[src/rtl/home_pkg.sv]
// Shared definitions for the home-automation datapath: display codes and actuator bus layout.
// No logic of its own; pure constants and a code-validity helper.
// Not applicable: no flow control.
package home_pkg;

    // Event codes carried on the 3-bit display bus
    localparam logic [2:0] D_NONE  = 3'd0;
    localparam logic [2:0] D_FDOOR = 3'd1;
    localparam logic [2:0] D_RDOOR = 3'd2;
    localparam logic [2:0] D_FIRE  = 3'd3;
    localparam logic [2:0] D_WIN   = 3'd4;
    localparam logic [2:0] D_HEAT  = 3'd5;
    localparam logic [2:0] D_COOL  = 3'd6;

    // Bit positions in the 6-bit {fdoor, rdoor, alarmbuzz, winbuzz, heater, cooler} bus
    localparam int unsigned ACT_W   = 6;
    localparam int unsigned A_FDOOR = 5;
    localparam int unsigned A_RDOOR = 4;
    localparam int unsigned A_ALARM = 3;
    localparam int unsigned A_WIN   = 2;
    localparam int unsigned A_HEAT  = 1;
    localparam int unsigned A_COOL  = 0;

    // Codes 1..6 name a real event; 0 is idle and 7 is garbage from upstream
    function automatic logic disp_valid(input logic [2:0] code);
        return (code >= D_FDOOR) && (code <= D_COOL);
    endfunction

endpackage

[src/rtl/hold_counter.sv]
// Pulse stretcher: holds level high for HOLD cycles after the last trig, clr kills the hold.
// Latency 1 cycle from trig to level; clr wins over trig in the same cycle.
// No backpressure: trig is sampled every cycle and always retriggers.
module hold_counter #(
    parameter int unsigned HOLD = 10
) (
    input  logic clk,
    input  logic rst,
    input  logic trig,
    input  logic clr,
    output logic level
);

    localparam int unsigned CW = $clog2(HOLD + 1);
    localparam logic [CW-1:0] LOAD = CW'(HOLD);

    logic [CW-1:0] cnt_q, cnt_d;

    // Next count: clear beats load, load beats decrement, idle stays at zero
    always_comb begin
        cnt_d = cnt_q;
        if (clr) begin
            cnt_d = '0;
        end else if (trig) begin
            cnt_d = LOAD;
        end else if (cnt_q != '0) begin
            cnt_d = cnt_q - CW'(1);
        end
    end

    // Count register with synchronous reset
    always_ff @(posedge clk) begin
        if (rst) begin
            cnt_q <= '0;
        end else begin
            cnt_q <= cnt_d;
        end
    end

    assign level = (cnt_q != '0);

endmodule

[src/rtl/actuator_hold.sv]
// Turns sequencer flicker pulses into held actuator levels, a beeping alarm and a held display code.
// Latency 1 cycle input-to-output; all outputs come from registers (alarm is an AND of two flops).
// No backpressure: inputs are sampled every cycle, heater/cooler interlock resolves in-cycle.
import home_pkg::*;

module actuator_hold #(
    parameter int unsigned HOLD_CYC = 10,
    parameter int unsigned DISP_CYC = 20,
    parameter int unsigned BEEP_DIV = 4
) (
    input  logic       Clk,
    input  logic       Rst,
    input  logic       fdoor,
    input  logic       rdoor,
    input  logic       winbuzz,
    input  logic       alarmbuzz,
    input  logic       heater,
    input  logic       cooler,
    input  logic [2:0] display,
    output logic       fdoor_o,
    output logic       rdoor_o,
    output logic       winbuzz_o,
    output logic       heater_o,
    output logic       cooler_o,
    output logic       alarm_o,
    output logic [2:0] disp_o
);

    localparam int unsigned DW = $clog2(DISP_CYC + 1);
    localparam int unsigned BW = (BEEP_DIV > 1) ? $clog2(BEEP_DIV) : 1;
    localparam logic [BW-1:0] BEEP_LAST = BW'(BEEP_DIV - 1);

    logic [ACT_W-1:0] act_trig;
    logic [ACT_W-1:0] act_clr;
    logic [ACT_W-1:0] act_lvl;
    logic             alarm_lvl;

    assign act_trig = {fdoor, rdoor, alarmbuzz, winbuzz, heater, cooler};

    // Interlock: each of heater/cooler kills the other's hold; both together kill both
    always_comb begin
        act_clr         = '0;
        act_clr[A_HEAT] = cooler;
        act_clr[A_COOL] = heater;
    end

    for (genvar i = 0; i < ACT_W; i++) begin : g_hold
        hold_counter #(
            .HOLD (HOLD_CYC)
        ) u_hold (
            .clk   (Clk),
            .rst   (Rst),
            .trig  (act_trig[i]),
            .clr   (act_clr[i]),
            .level (act_lvl[i])
        );
    end

    assign alarm_lvl = act_lvl[A_ALARM];

    // Beep phase: parked high while idle, toggles every BEEP_DIV held cycles.
    // Keyed off the held level, so retriggers do not restart the pattern.
    logic [BW-1:0] beep_cnt_q, beep_cnt_d;
    logic          beep_phase_q, beep_phase_d;

    always_comb begin
        beep_cnt_d   = beep_cnt_q;
        beep_phase_d = beep_phase_q;
        if (!alarm_lvl) begin
            beep_cnt_d   = '0;
            beep_phase_d = 1'b1;
        end else if (beep_cnt_q == BEEP_LAST) begin
            beep_cnt_d   = '0;
            beep_phase_d = ~beep_phase_q;
        end else begin
            beep_cnt_d = beep_cnt_q + BW'(1);
        end
    end

    // Beep registers
    always_ff @(posedge Clk) begin
        if (Rst) begin
            beep_cnt_q   <= '0;
            beep_phase_q <= 1'b1;
        end else begin
            beep_cnt_q   <= beep_cnt_d;
            beep_phase_q <= beep_phase_d;
        end
    end

    // Display: valid codes load code and timer; the code clears on the edge the timer hits zero
    logic [2:0]    code_q, code_d;
    logic [DW-1:0] tmr_q, tmr_d;

    always_comb begin
        code_d = code_q;
        tmr_d  = tmr_q;
        if (disp_valid(display)) begin
            code_d = display;
            tmr_d  = DW'(DISP_CYC);
        end else begin
            if (tmr_q != '0) begin
                tmr_d = tmr_q - DW'(1);
            end
            if (tmr_d == '0) begin
                code_d = D_NONE;
            end
        end
    end

    // Display registers
    always_ff @(posedge Clk) begin
        if (Rst) begin
            code_q <= D_NONE;
            tmr_q  <= '0;
        end else begin
            code_q <= code_d;
            tmr_q  <= tmr_d;
        end
    end

    assign fdoor_o   = act_lvl[A_FDOOR];
    assign rdoor_o   = act_lvl[A_RDOOR];
    assign winbuzz_o = act_lvl[A_WIN];
    assign heater_o  = act_lvl[A_HEAT];
    assign cooler_o  = act_lvl[A_COOL];
    assign alarm_o   = alarm_lvl & beep_phase_q;
    // A live fire alarm owns the display; the code register keeps ageing underneath
    assign disp_o    = alarm_lvl ? D_FIRE : code_q;

endmodule

[config.mk]
export PLATFORM = sky130hd
export DESIGN_NAME = actuator_hold
export DESIGN_NICKNAME = d
export VERILOG_FILES = /design/src/rtl/home_pkg.sv /design/src/rtl/hold_counter.sv /design/src/rtl/actuator_hold.sv
export SDC_FILE = /design/constraint.sdc
export NUM_CORES = 1
export LEC_CHECK = 0
export ABC_AREA = 1
export BUFFER_PORTS_ARGS = -buffer_cell sky130_fd_sc_hd__buf_2
export CAP_MARGIN = 20
export CORE_MARGIN = 5
export CORE_UTILIZATION = 36
export DETAILED_ROUTE_END_ITERATION = 8
export GPL_ROUTABILITY_DRIVEN = 0
export PLACE_DENSITY = 0.65
export SYNTH_ARGS = -nofsm -noshare
export SYNTH_HDL_FRONTEND = slang
export SYNTH_HIERARCHICAL = 1
export SYNTH_SLANG_ARGS = --single-unit
[constraint.sdc]
create_clock -name Clk -period 1.5 [get_ports Clk]
set_clock_uncertainty 0.05 [all_clocks]
set_input_delay 0.075 -clock Clk [delete_from_list [all_inputs] [get_ports Clk]]
set_output_delay 0.075 -clock Clk [all_outputs]
set_load 0.02 [all_outputs]
# Word level (Yosys, flattened, before mapping)
# Index checks and enable logic that the tools add are counted.
# word_totals
reg_bits	35
inputBits	11
out_inout_bits	9
elab_cells	75
# op_classes
n_addsub	8
magnitude_cmp	2
n_eq_ne	1
muxes	18
bitwise_logic	3
n_reduce_logical	26
# ops
cell	count
$mux W4	12
$reduce_bool A4 Y1	6
$sub A4 B1 Y4 const B	6
$reduce_or A2 Y1	8
$mux W5	3
$reduce_bool A2 Y1	7
$mux W3	3
$reduce_or A3 Y1	2
$logic_not A5 Y1	1
$reduce_bool A5 Y1	1
$sub A5 B1 Y5 const B	1
$ge A3 B1 Y1 const B	1
$le A3 B3 Y1 const B	1
$add A2 B1 Y2 const B	1
$eq A2 B2 Y1 const B	1
$not A1 Y1	2
$and A1 B1 Y1	1
$logic_and A1 B1 Y1	1

# Longest topological paths before layout
# Gate-level depths: netlist of the first run.
# logic_depth
ltp_word	6
depth_mapped	11
depth_no_buf	11

# Hierarchy
# Netlist of the first run, hierarchy kept.
# by_module_without_submodules
mod	instances	cells_per_inst	area_per_inst_um2	seq_area_each_um2
hold_counter	6	23	171.4	80.1
actuator_hold	1	75	530.5	220.2

# Worst setup path after synthesis of the first run
# Ideal clock, no wire load.
# synth_timing
path_type	register -> register
start	register tmr_q[0]
end	register code_q[1]
setup_ns	0.120
arrival_time_ns	1.169
required_ns	1.330
slack_ns	0.161
path_stages_with_launch	10
n_path_buf	0
period_less_slack_ns	1.339
path_cell_list	dfxtp_1 inv_1 ha_1 nand2_1 o21ai_1 nand2_1 nor2_1 nand2_1 nand3_1 a21oi_1
# synth_between
elab_chain_cells	5
elab_cells_between_ends	6
classes_between	add/sub: 1; mux: 2; reduce/logical: 3
# synth_rtl
element	line	text
from (decl)	actuator_hold.sv:93	logic [DW-1:0] tmr_q, tmr_d;
from (signal assigned)	actuator_hold.sv:118	tmr_q <= tmr_d;
$sub A5 B1 Y5 / $reduce_bool A5 Y1 (equally long branches)	actuator_hold.sv:103, actuator_hold.sv:102	
$mux W5 *	actuator_hold.sv:102	if (tmr_q != '0) begin
$mux W5 *	actuator_hold.sv:98	if (disp_valid(display)) begin
$logic_not A5 Y1 *	actuator_hold.sv:105	if (tmr_d == '0) begin
$reduce_bool A2 Y1 (no source line) *	--	
to (signal assigned)	actuator_hold.sv:117	code_q <= code_d;
to (decl)	actuator_hold.sv:92	logic [2:0] code_q, code_d;
# Mark *: on every way between the ends. The rest lies on a longest branch, timed or not. The select of a mux whose other input is x is not followed.
# A chain may end at the register's enable or synchronous reset.

# Final worst setup path of the first run
# layout_timing
start	register g_hold[3].u_hold.cnt_q[0]
end	output port disp_o[0]
# layout_between
elab_chain_cells	2
# layout_rtl
element	line	text
from (decl)	hold_counter.sv:17	logic [CW-1:0] cnt_q, cnt_d;
from (signal assigned)	hold_counter.sv:36	cnt_q <= cnt_d;
$reduce_bool A4 Y1	hold_counter.sv:40	assign level = (cnt_q != '0);
named net alarm_lvl	actuator_hold.sv:36	logic alarm_lvl;
$mux W3	actuator_hold.sv:129	assign disp_o = alarm_lvl ? D_FIRE : code_q;
to (decl)	actuator_hold.sv:26	output logic [2:0] disp_o
# The timed path passes the listed nets, and every way through them passes these cells.

==> PnR_summary.wiki, run 1 <==
{| class="wikitable"
! Metric !! Value
|-
| Status || finished, final reports clean
|-
| Final net count || approximately 260
|-
| Arrival @ worst endpoint || 1310 ps
|-
| Termination of the worst setup path || disp_o[0]
|-
| Clock-pin slew of the registers on the worst-case setup and hold paths || 70 ps
|-
| Seq cells post-synth || 35
|-
| Worst r2r dst || code_q[1]
|-
| Crit Path Category || register to primary output
|-
| Tot GR Track Use || 0.1068
|-
| Horizontal die dimension || ~76 um
|-
| Ranking of synthesized cells by instance count || nand2_1, inv_1, dfxtp_1
|-
| Buffers added on ports || 19
|-
| Post-synthesis cell type count || 21
|-
| Class of the worst hold path || input port to register
|-
| Root buffer cell || clkbuf_8
|-
| Final standard cell utilization of the core || 0.4466
|-
| H-Tree Level Count || 2
|-
| Highest-delay cell along the critical path || dfxtp_2
|-
| Cell accounting for the most synthesized area || dfxtp_1
|-
| Start point of the critical path || g_hold[3].u_hold/cnt_q[0]
|-
| Sequential element share of the synthesized area || 0.4494
|-
| Worst-Skew Late Latency || roughly 280 ps
|-
| Per-cell via count in the routed design || around 4.3
|-
| Critical Path, Cell by Cell || nor2_4, nand2_4, or2_2, buf_4
|-
| Top cell type's share of synthesized area || 0.4494
|-
| 1st-iter DRT viols || 54
|-
| Setup TNS || 0 ps
|-
| Final setup fails || 0
|-
| Cell area after synthesis || ~1600 sq um
|-
| Detailed-router iteration count before antenna repair || 4
|-
| Delay of the slowest cell on the worst path || ~340 ps
|-
| Maximum achievable frequency || between 600 and 700 MHz
|-
| Via Count || 1298
|-
| Most used flip-flop cell after synthesis || dfxtp_1
|-
| Crit Path Max Fanout || 6
|-
| Number of nets still failing antenna checks after routing || 0
|-
| Hold Slack || ~57 ps
|-
| Area Overhead vs Synth || 22.15%
|-
| Mean Syn Cell Area || approximately 7.3 sq um
|-
| Overall power consumption || around 2000 uW
|-
| CTS Buffer Depth || 2
|-
| Reg2reg start || tmr_q[1]
|-
| Power per cell area || 1052 nW/um^2
|-
| Static power due to leakage || between 0.0009 and 0.001 uW
|-
| Number of buffers created by CTS || 5
|-
| Number of instances in the synthesized netlist || 213
|-
| Average wire per cell in the routed design || approximately 8.9 um
|-
| Yosys warning total || 6
|-
| Maximum number of pins on one net before global-route repair || 13
|-
| Fin. Hold Viols || 0
|-
| Critical path endpoint category || primary output
|-
| R2R cell count || 10
|-
| Final period utilization || 0.9540
|-
| Number of antenna violations at the first check in global routing || 0
|-
| Die Outline Area || between 5000 and 6000 sq um
|-
| Main area contributors after synthesis || dfxtp_1, nand2_1, a21oi_1
|-
| I/O pin total || 20
|-
| Required time of the critical path || between 1000 and 1500 ps
|-
| Core Rows || 24
|-
| Fraction of registers with async set/reset || 0
|-
| DIE HEIGHT || roughly 76 um
|-
| Max-cap violations || 0
|-
| R2R Setup Slk || ~150 ps
|-
| Max IR drop VDD || 0.0005324 V
|-
| Initial Utilization || 0.3656
|-
| Number of global-route vias before repair || approximately 1200
|-
| Number of sinks driven by the clock tree || 35
|-
| Standard cell core area || approximately 4300 sq um
|-
| Max-slew violation count || 0
|-
| Min Tclk post-route || around 1400 ps
|-
| EDFF count, synth || 0
|-
| Ratio of cells with drive above 1 in the final layout || 0.2048
|-
| Detail Placement HPWL || 1993 um
|-
| First-pass GRT wire length || between 4000 and 5000 um
|-
| GRT overflow || 0
|-
| Most used standard cell by instance count after synthesis || nand2_1
|-
| Post-route DRC || 0
|-
| Clock tree from TritonCTS || done
|-
| Number of antenna cells inserted || 0
|-
| Kind of start point of the critical path || register
|-
| Final wirelength || around 2700 um
|}
## metal layers
metal  GRT usage  share of wire  up-vias
met4     0.05243          0.020        0
met1      0.1212           0.46      550
li1            -              -      725
met5           0              0        -
met3     0.04749          0.059        4
met2      0.1702           0.46       19
## flip-flops by register name, summed over array words and instances (netlist names)
name and flops:
tmr_q 5, code_q 3, g_hold.u_hold/cnt_q 24, beep_cnt_q 2, beep_phase_q 1
## cell usage in the layout, fill, tap and decap left out, types with 2 or more instances in the layout
cell type      instances
clkbuf_8               5
nor2_2                 3
conb_1                 4
xor2_1                 6
o21ai_0                3
or2_2                  2
dlygate4sd3_1          6
clkbuf_1               2
nor3_1                 2
dfxtp_1               32
buf_2                 18
nand2_1               38
a21oi_1               27
nor2_1                28
inv_1                 35
o21ai_1                7
dfxtp_2                3
nand3_1                4
nor2_4                 6
nand2_2                5
inv_2                  2
nand4_1                2
## per-stage QoR
stage / std cells / area, sq um / setup WS, ps
floorplan: 216 / 1570 / 160.6
global placement: 287 / 1730 / 69.94
detailed placement: 287 / 1730 / 31.45
CTS: 301 / 1872 / 26.77
global route: 301 / 1904 / -1.342
finish: 301 / 1904 / 69.07
## worst max-delay path: cells and delay by family, from the launching register on
family,cells,cell delay [ps]
and+or+nand+nor,3,530
DFF,1,340
buffers and inverters,1,160
## worst min-delay path by stage
stage	start	end	slack, ps	cells after the start
final	display[2]	code_q[2]	60	3
after global routing	display[0]	code_q[0]	60	3
after CTS	display[2]	code_q[2]	40	3
after detailed placement	fdoor	g_hold[5].u_hold/cnt_q[3]	300	3
after global placement	alarmbuzz	g_hold[3].u_hold/cnt_q[3]	290	3
after floorplan	Rst	code_q[0]	90	1
## kinds of logic (layout without fill, tap and decap cells)
logic type	after synthesis	count (layout)	synth area share
AND/OR/NAND/NOR	93	93	0.2817
AO/OA/AOI/OAI	39	39	0.1276
buffers and inverters	37	70	0.08908
flip-flops	35	35	0.4494
XOR/XNOR	6	6	0.03371
adder cells (fa/ha/maj)	2	2	0.01605
other	1	4	0.002405
## final cells by class
type | count | area (sq um)
fillers | 430 | 2360
multi-input cells | 144 | 757.0
flip-flops and latches | 35 | 704.4
repair buffers | 25 | 157.7
inverters | 37 | 138.9
clock buffers | 7 | 76.32
well taps | 52 | 65.06
clock inverters | 1 | 5.005
## timing repair
| item | 4_1_cts | 5_1_grt |
|---|---|---|
| hold buffers | 6 | 0 |
| resized for setup | 0 | 11 |
| setup buffers | 0 | 0 |
| setup endpoints to repair | 0 | 5 |
| hold endpoints to repair | 6 | 0 |
## power by group
group	internal (uW)	switching, uW	total (uW)
Combinational	143	207	349
Clock	325	317	642
Sequential	975	37.1	1010
(Power assumes the default switching activity.)
==> inputs of run 2 (changes only) <==
ABC_CLOCK_PERIOD_IN_PS = 1500   (was not set)
CORE_UTILIZATION = 56   (was 36)
PLACE_DENSITY = 0.84   (was 0.65)
==> PnR_summary.wiki, run 2 (synthesis gave the netlist of run 1 again) <==
{| class="wikitable"
! Metric !! Value
|-
| Status || finished, final reports clean
|-
| Most frequent standard cell in the layout excluding fill and tap cells || nand2_1
|-
| Per-cell via count in the routed design || ~4.8
|-
| Number of nets still failing antenna checks after routing || 0
|-
| Flip-flop count of the largest register, all copies and words added || 24
|-
| Area Overhead vs Synth || 21.91%
|-
| H-Tree Level Count || 2
|-
| Cell count after placement || around 270
|-
| Top Family by Delay on Critical Path || simple AND/OR/NAND/NOR gates
|-
| Average wire per cell in the routed design || between 9 and 10 um
|-
| CTS Buffer Depth || 2
|-
| Final standard cell utilization of the core || 0.7013
|-
| Maximum number of pins on one net before global-route repair || 13
|-
| Number of global-route vias before repair || 1385
|-
| Tot GR Track Use || 0.1654
|-
| Overall power consumption || roughly 1800 uW
|-
| Critical path endpoint category || primary output
|-
| Critical Path, Cell by Cell || nor2_4, nand2_4, or2_2, buf_4
|-
| First-pass GRT wire length || around 5400 um
|-
| Delay of the slowest cell on the worst path || 350 ps
|-
| Crit Path Max Fanout || 5
|-
| Final period utilization || 0.9655
|-
| Max-cap violations || 0
|-
| Number of sinks driven by the clock tree || 35
|-
| 1st-iter DRT viols || 25
|-
| Highest-delay cell along the critical path || dfxtp_2
|-
| Final setup fails || 0
|-
| Horizontal die dimension || ~63 um
|-
| Register with the most flip-flops || g_hold.u_hold/cnt_q
|-
| Post-detailed-placement cell area || between 1500 and 2000 sq um
|-
| Worst path buffer plus inverter count || 1
|-
| Minimum setup slack after placement || -22.10 ps
|-
| Final wirelength || ~2800 um
|-
| Worst-Skew Late Latency || 320 ps
|-
| I/O pin total || 20
|-
| Number of antenna violations at the first check in global routing || 0
|-
| Die Outline Area || just under 4000 sq um
|-
| Ratio of cells with drive above 1 in the final layout || 0.2244
|-
| Root buffer cell || clkbuf_4
|-
| Static power due to leakage || about 0.00094 uW
|-
| Arrival @ worst endpoint || roughly 1300 ps
|-
| Detail Placement HPWL || between 2000 and 2500 um
|-
| Worst setup margin || approximately 52 ps
|-
| Proportion of power drawn by combinational gates || 0.207
|-
| DIE HEIGHT || roughly 63 um
|-
| Power per cell area || 964.0 nW/um^2
|-
| Design area || between 1500 and 2000 sq um
|-
| Fin. Hold Viols || 0
|-
| Kind of start point of the critical path || register
|-
| Min Tclk post-route || about 1400 ps
|-
| Number of buffers created by CTS || 5
|-
| Switching Fraction || 0.2885
|-
| Max-slew violation count || 0
|-
| Max IR drop VDD || approximately 0.00087 V
|-
| Number of antenna cells inserted || 0
|-
| Clock tree from TritonCTS || done
|-
| Initial Utilization || 0.5753
|-
| GRT overflow || 0
|-
| Fill count || between 200 and 250
|-
| Clock Power Share || 0.240
|-
| Standard cell core area || approximately 2700 sq um
|-
| Core Rows || 19
|-
| Via Count || between 1000 and 1500
|-
| Power spent charging and discharging nets || between 500 and 600 uW
|-
| Class of the worst hold path || input port to register
|-
| Final net count || 268
|-
| Post-Layout Cell Count || 285
|-
| Required time of the critical path || around 1400 ps
|-
| Maximum achievable frequency || 690.5 MHz
|-
| Crit Path Category || register to primary output
|-
| Buffers added on ports || 19
|-
| Registers with the most flip-flops || g_hold.u_hold/cnt_q x24, tmr_q x5, code_q x3
|-
| Detailed-router iteration count before antenna repair || 4
|-
| Clock-pin slew of the registers on the worst-case setup and hold paths || around 100 ps
|-
| Post-route DRC || 0
|-
| Cell Int Power || approximately 1300 uW
|-
| Most frequent cells in the layout || nand2_1, inv_1, dfxtp_1, nor2_1, a21oi_1
|-
| Sequential power share || 0.553
|}
==> run 2: worst paths after layout <==
path | slack (ps) | startpoint | to | depth (start not counted)
max | 50 | g_hold[3].u_hold/cnt_q[1] | disp_o[1] | 4
min | 30 | Rst | code_q[2] | 2
max reg2reg | 110 | tmr_q[0] | code_q[0] | 9
min reg2reg | 400 | beep_cnt_q[0] | beep_cnt_q[0] | 1
==> run 2: area by class of cell <==
class                      count  area, sq um  share of cell area
clock buffer                   6        41.29             0.02172
tap                           31        38.79             0.02041
inverter                      37        138.9             0.07307
sequential                    35        706.9              0.3720
timing repair buffer          32        215.2              0.1132
multi-input combinational    144        759.5              0.3996
==> run 2: worst reg2reg max path, delay by kind of cell, from the launching register on <==
kind,cells,cell delay [ps]
simple gates,5,430
compound gates,2,230
fa+ha+maj,1,160
buf+inv,1,80
flops,1,330
==> run 2: power by group through the flow <==
stage,registers [uW],logic [uW],clock network [uW]
after floorplan,1020,243,0
after global placement,1030,318,0
after detailed placement,1030,325,0
after CTS,1010,355,464
after global routing,1020,432,513
final,1010,380,440
==> run 2: through the flow <==
step | setup TNS [ps] | hold slack, ps
2_1_floorplan | 0 | 94.07
3_3_place_gp | 0 | 292.0
3_5_place_dp | -39.41 | 296.1
4_1_cts | 0 | 20.55
5_1_grt | -0.5204 | 34.76
6_report | 0 | 32.89
==> run 2: repair_timing <==
item,in CTS,in global routing
gates resized for setup,5,9
hold buffers,8,0
hold endpoints to repair,21,0
buffers inserted,1,4
pin swaps,1,7
setup endpoints to repair,5,5
==> run 2: per-layer routing <==
metal	up-vias	part of all wire	GRT usage
li1	739	-	-
met1	599	0.44	0.1842
met2	29	0.49	0.2798
met3	6	0.047	0.05036
met4	0	0.020	0.08753
met5	-	0	0
==> inputs of run 3 (changes only) <==
ABC_CLOCK_PERIOD_IN_PS = 1580   (was 1500)
clock period = 1.58 ns   (was 1.5 ns; I/O delays follow)
==> PnR_summary.wiki, run 3 (synthesis gave the netlist of run 1 again) <==
{| class="wikitable"
! Metric !! Value
|-
| Cell Int Power || approximately 1200 uW
|-
| Minimum setup slack after placement || between 60 and 70 ps
|-
| Area Overhead vs Synth || 17.50%
|-
| Tot GR Track Use || 0.1617
|-
| I/O pin total || 20
|-
| 1st-iter DRT viols || 38
|-
| Fill count || between 200 and 250
|-
| Sequential cell area || between 700 and 800 sq um
|-
| Worst-Skew Late Latency || about 330 ps
|-
| Number of global-route vias before repair || between 1000 and 1500
|-
| Maximum number of pins on one net before global-route repair || 13
|-
| Final period utilization || 0.9624
|-
| Footprint of the multi-input gates || 737.0 sq um
|-
| Most frequent standard cell in the layout excluding fill and tap cells || nand2_1
|-
| Most frequent cells in the layout || nand2_1, inv_1, dfxtp_1, nor2_1, a21oi_1
|-
| Post-Layout Cell Count || between 200 and 300
|-
| Crit Path Category || register to register
|-
| Hold path cells || 2
|-
| Average wire per cell in the routed design || between 10 and 15 um
|-
| Static power due to leakage || a little over 0.0009 uW
|-
| Number of buffers created by CTS || 5
|-
| Via Count || ~1400
|-
| Horizontal die dimension || about 63 um
|-
| Detailed-router iteration count before antenna repair || 4
|-
| Initial Utilization || 0.5753
|-
| Flip-flop count of the largest register, all copies and words added || 24
|-
| Status || finished, final reports clean
|-
| Post-route DRC || 0
|-
| DIE HEIGHT || 62.76 um
|-
| Core Rows || 19
|-
| Cell count after placement || approximately 270
|-
| H-Tree Level Count || 2
|-
| Final setup fails || 0
|-
| Per-cell via count in the routed design || around 4.9
|-
| Proportion of power drawn by combinational gates || 0.193
|-
| GRT overflow || 0
|-
| Maximum achievable frequency || 657.6 MHz
|-
| Sequential power share || 0.558
|-
| Min Tclk post-route || approximately 1500 ps
|-
| Number of sinks driven by the clock tree || 35
|-
| CTS Buffer Depth || 2
|-
| Arrival @ worst endpoint || approximately 1700 ps
|-
| Detail Placement HPWL || approximately 2100 um
|-
| Number of nets still failing antenna checks after routing || 0
|-
| Critical path endpoint category || register
|-
| Register with the most flip-flops || g_hold.u_hold/cnt_q
|-
| Buffers added on ports || 19
|-
| Clock Power Share || 0.249
|-
| Clock-pin slew of the registers on the worst-case setup and hold paths || roughly 100 ps
|-
| Crit Path Max Fanout || 5
|-
| Standard cell core area || between 2000 and 3000 sq um
|-
| Ratio of cells with drive above 1 in the final layout || 0.1767
|-
| Max-slew violation count || 0
|-
| Max IR drop VDD || between 0.001 and 0.0015 V
|-
| First-pass GRT wire length || about 5200 um
|-
| Final wirelength || about 2900 um
|-
| Switching Fraction || 0.2944
|-
| Registers with the most flip-flops || g_hold.u_hold/cnt_q x24, tmr_q x5, code_q x3
|-
| Root buffer cell || clkbuf_4
|-
| Max-cap violations || 0
|-
| Required time of the critical path || roughly 1800 ps
|-
| Post CTS Setup Buffer Count || 0
|-
| Power spent charging and discharging nets || roughly 510 uW
|-
| Die Outline Area || between 3000 and 4000 sq um
|-
| Worst setup margin || 59.38 ps
|-
| Number of antenna cells inserted || 0
|-
| R2R cell count || 9
|-
| Clock tree from TritonCTS || done
|-
| Class of the worst hold path || input port to register
|-
| Fin. Hold Viols || 0
|-
| Final net count || approximately 260
|-
| Number of antenna violations at the first check in global routing || 0
|-
| Power per cell area || around 940 nW/um^2
|-
| Kind of start point of the critical path || register
|}
[run 3: changes by cell type in the layout (fill, tap and decap cells not counted), sizes merged]
cell | previous run | this run
buf | 24 | 19
[run 3: final timing paths]
path                               startpoint            end  slack [ps]
worst max-delay path                 tmr_q[0]      code_q[0]          60
worst min-delay path                      Rst      code_q[2]          10
worst max register to register       tmr_q[0]      code_q[0]          60
worst min register to register  beep_cnt_q[0]  beep_cnt_q[0]         390
[run 3: worst max-delay path, stage by stage (launching register included)]
cell and delay [ps]:
dfxtp_1 320, inv_1 110, ha_2 240, nand2_1 100
o21ai_2 160, nand2_1 80, nor2_1 110, nand2_1 90
nand3_1 90, a21oi_1 60
[run 3: metal layers]
layer,GRT usage,share of wire
met1,0.1754,0.43
met2,0.2798,0.50
met3,0.05396,0.048
met4,0.07692,0.017
met5,0,0
[run 3: power by group through the flow]
| stage | Combinational [uW] | Sequential [uW] | Clock [uW] |
|---|---|---|---|
| final | 331 | 959 | 428 |
| after floorplan | 231 | 971 | 0 |
| after detailed placement | 309 | 978 | 0 |
| after global placement | 302 | 977 | 0 |
| after global routing | 378 | 964 | 487 |
| after CTS | 325 | 958 | 447 |
[run 3: final cells by class]
class / count / share of cell area
multi-input cells: 144 / 0.4023
flip-flops and latches: 35 / 0.3825
repair buffers: 27 / 0.09563
inverters: 37 / 0.07582
clock buffers: 6 / 0.02254
well taps: 31 / 0.02117
[run 3: metrics by stage]
stage	power [uW]	area, sq um	utilization	hold WS, ps	TNS (ps)
2_1_floorplan	1202	1570	-	98.07	0
3_3_place_gp	1279	1704	0.6288	296.0	0
3_5_place_dp	1287	1704	0.6288	300.1	0
4_1_cts	1730	1826	0.6736	7.493	0
5_1_grt	1829	1832	0.6759	27.79	-102.4
6_report	1718	1832	0.6759	13.58	0
[run 3: timing repair]
item                       in CTS  in global routing
hold buffers                    8                  0
setup endpoints to repair       0                  3
hold endpoints to repair       19                  0
gates resized for setup         0                  2
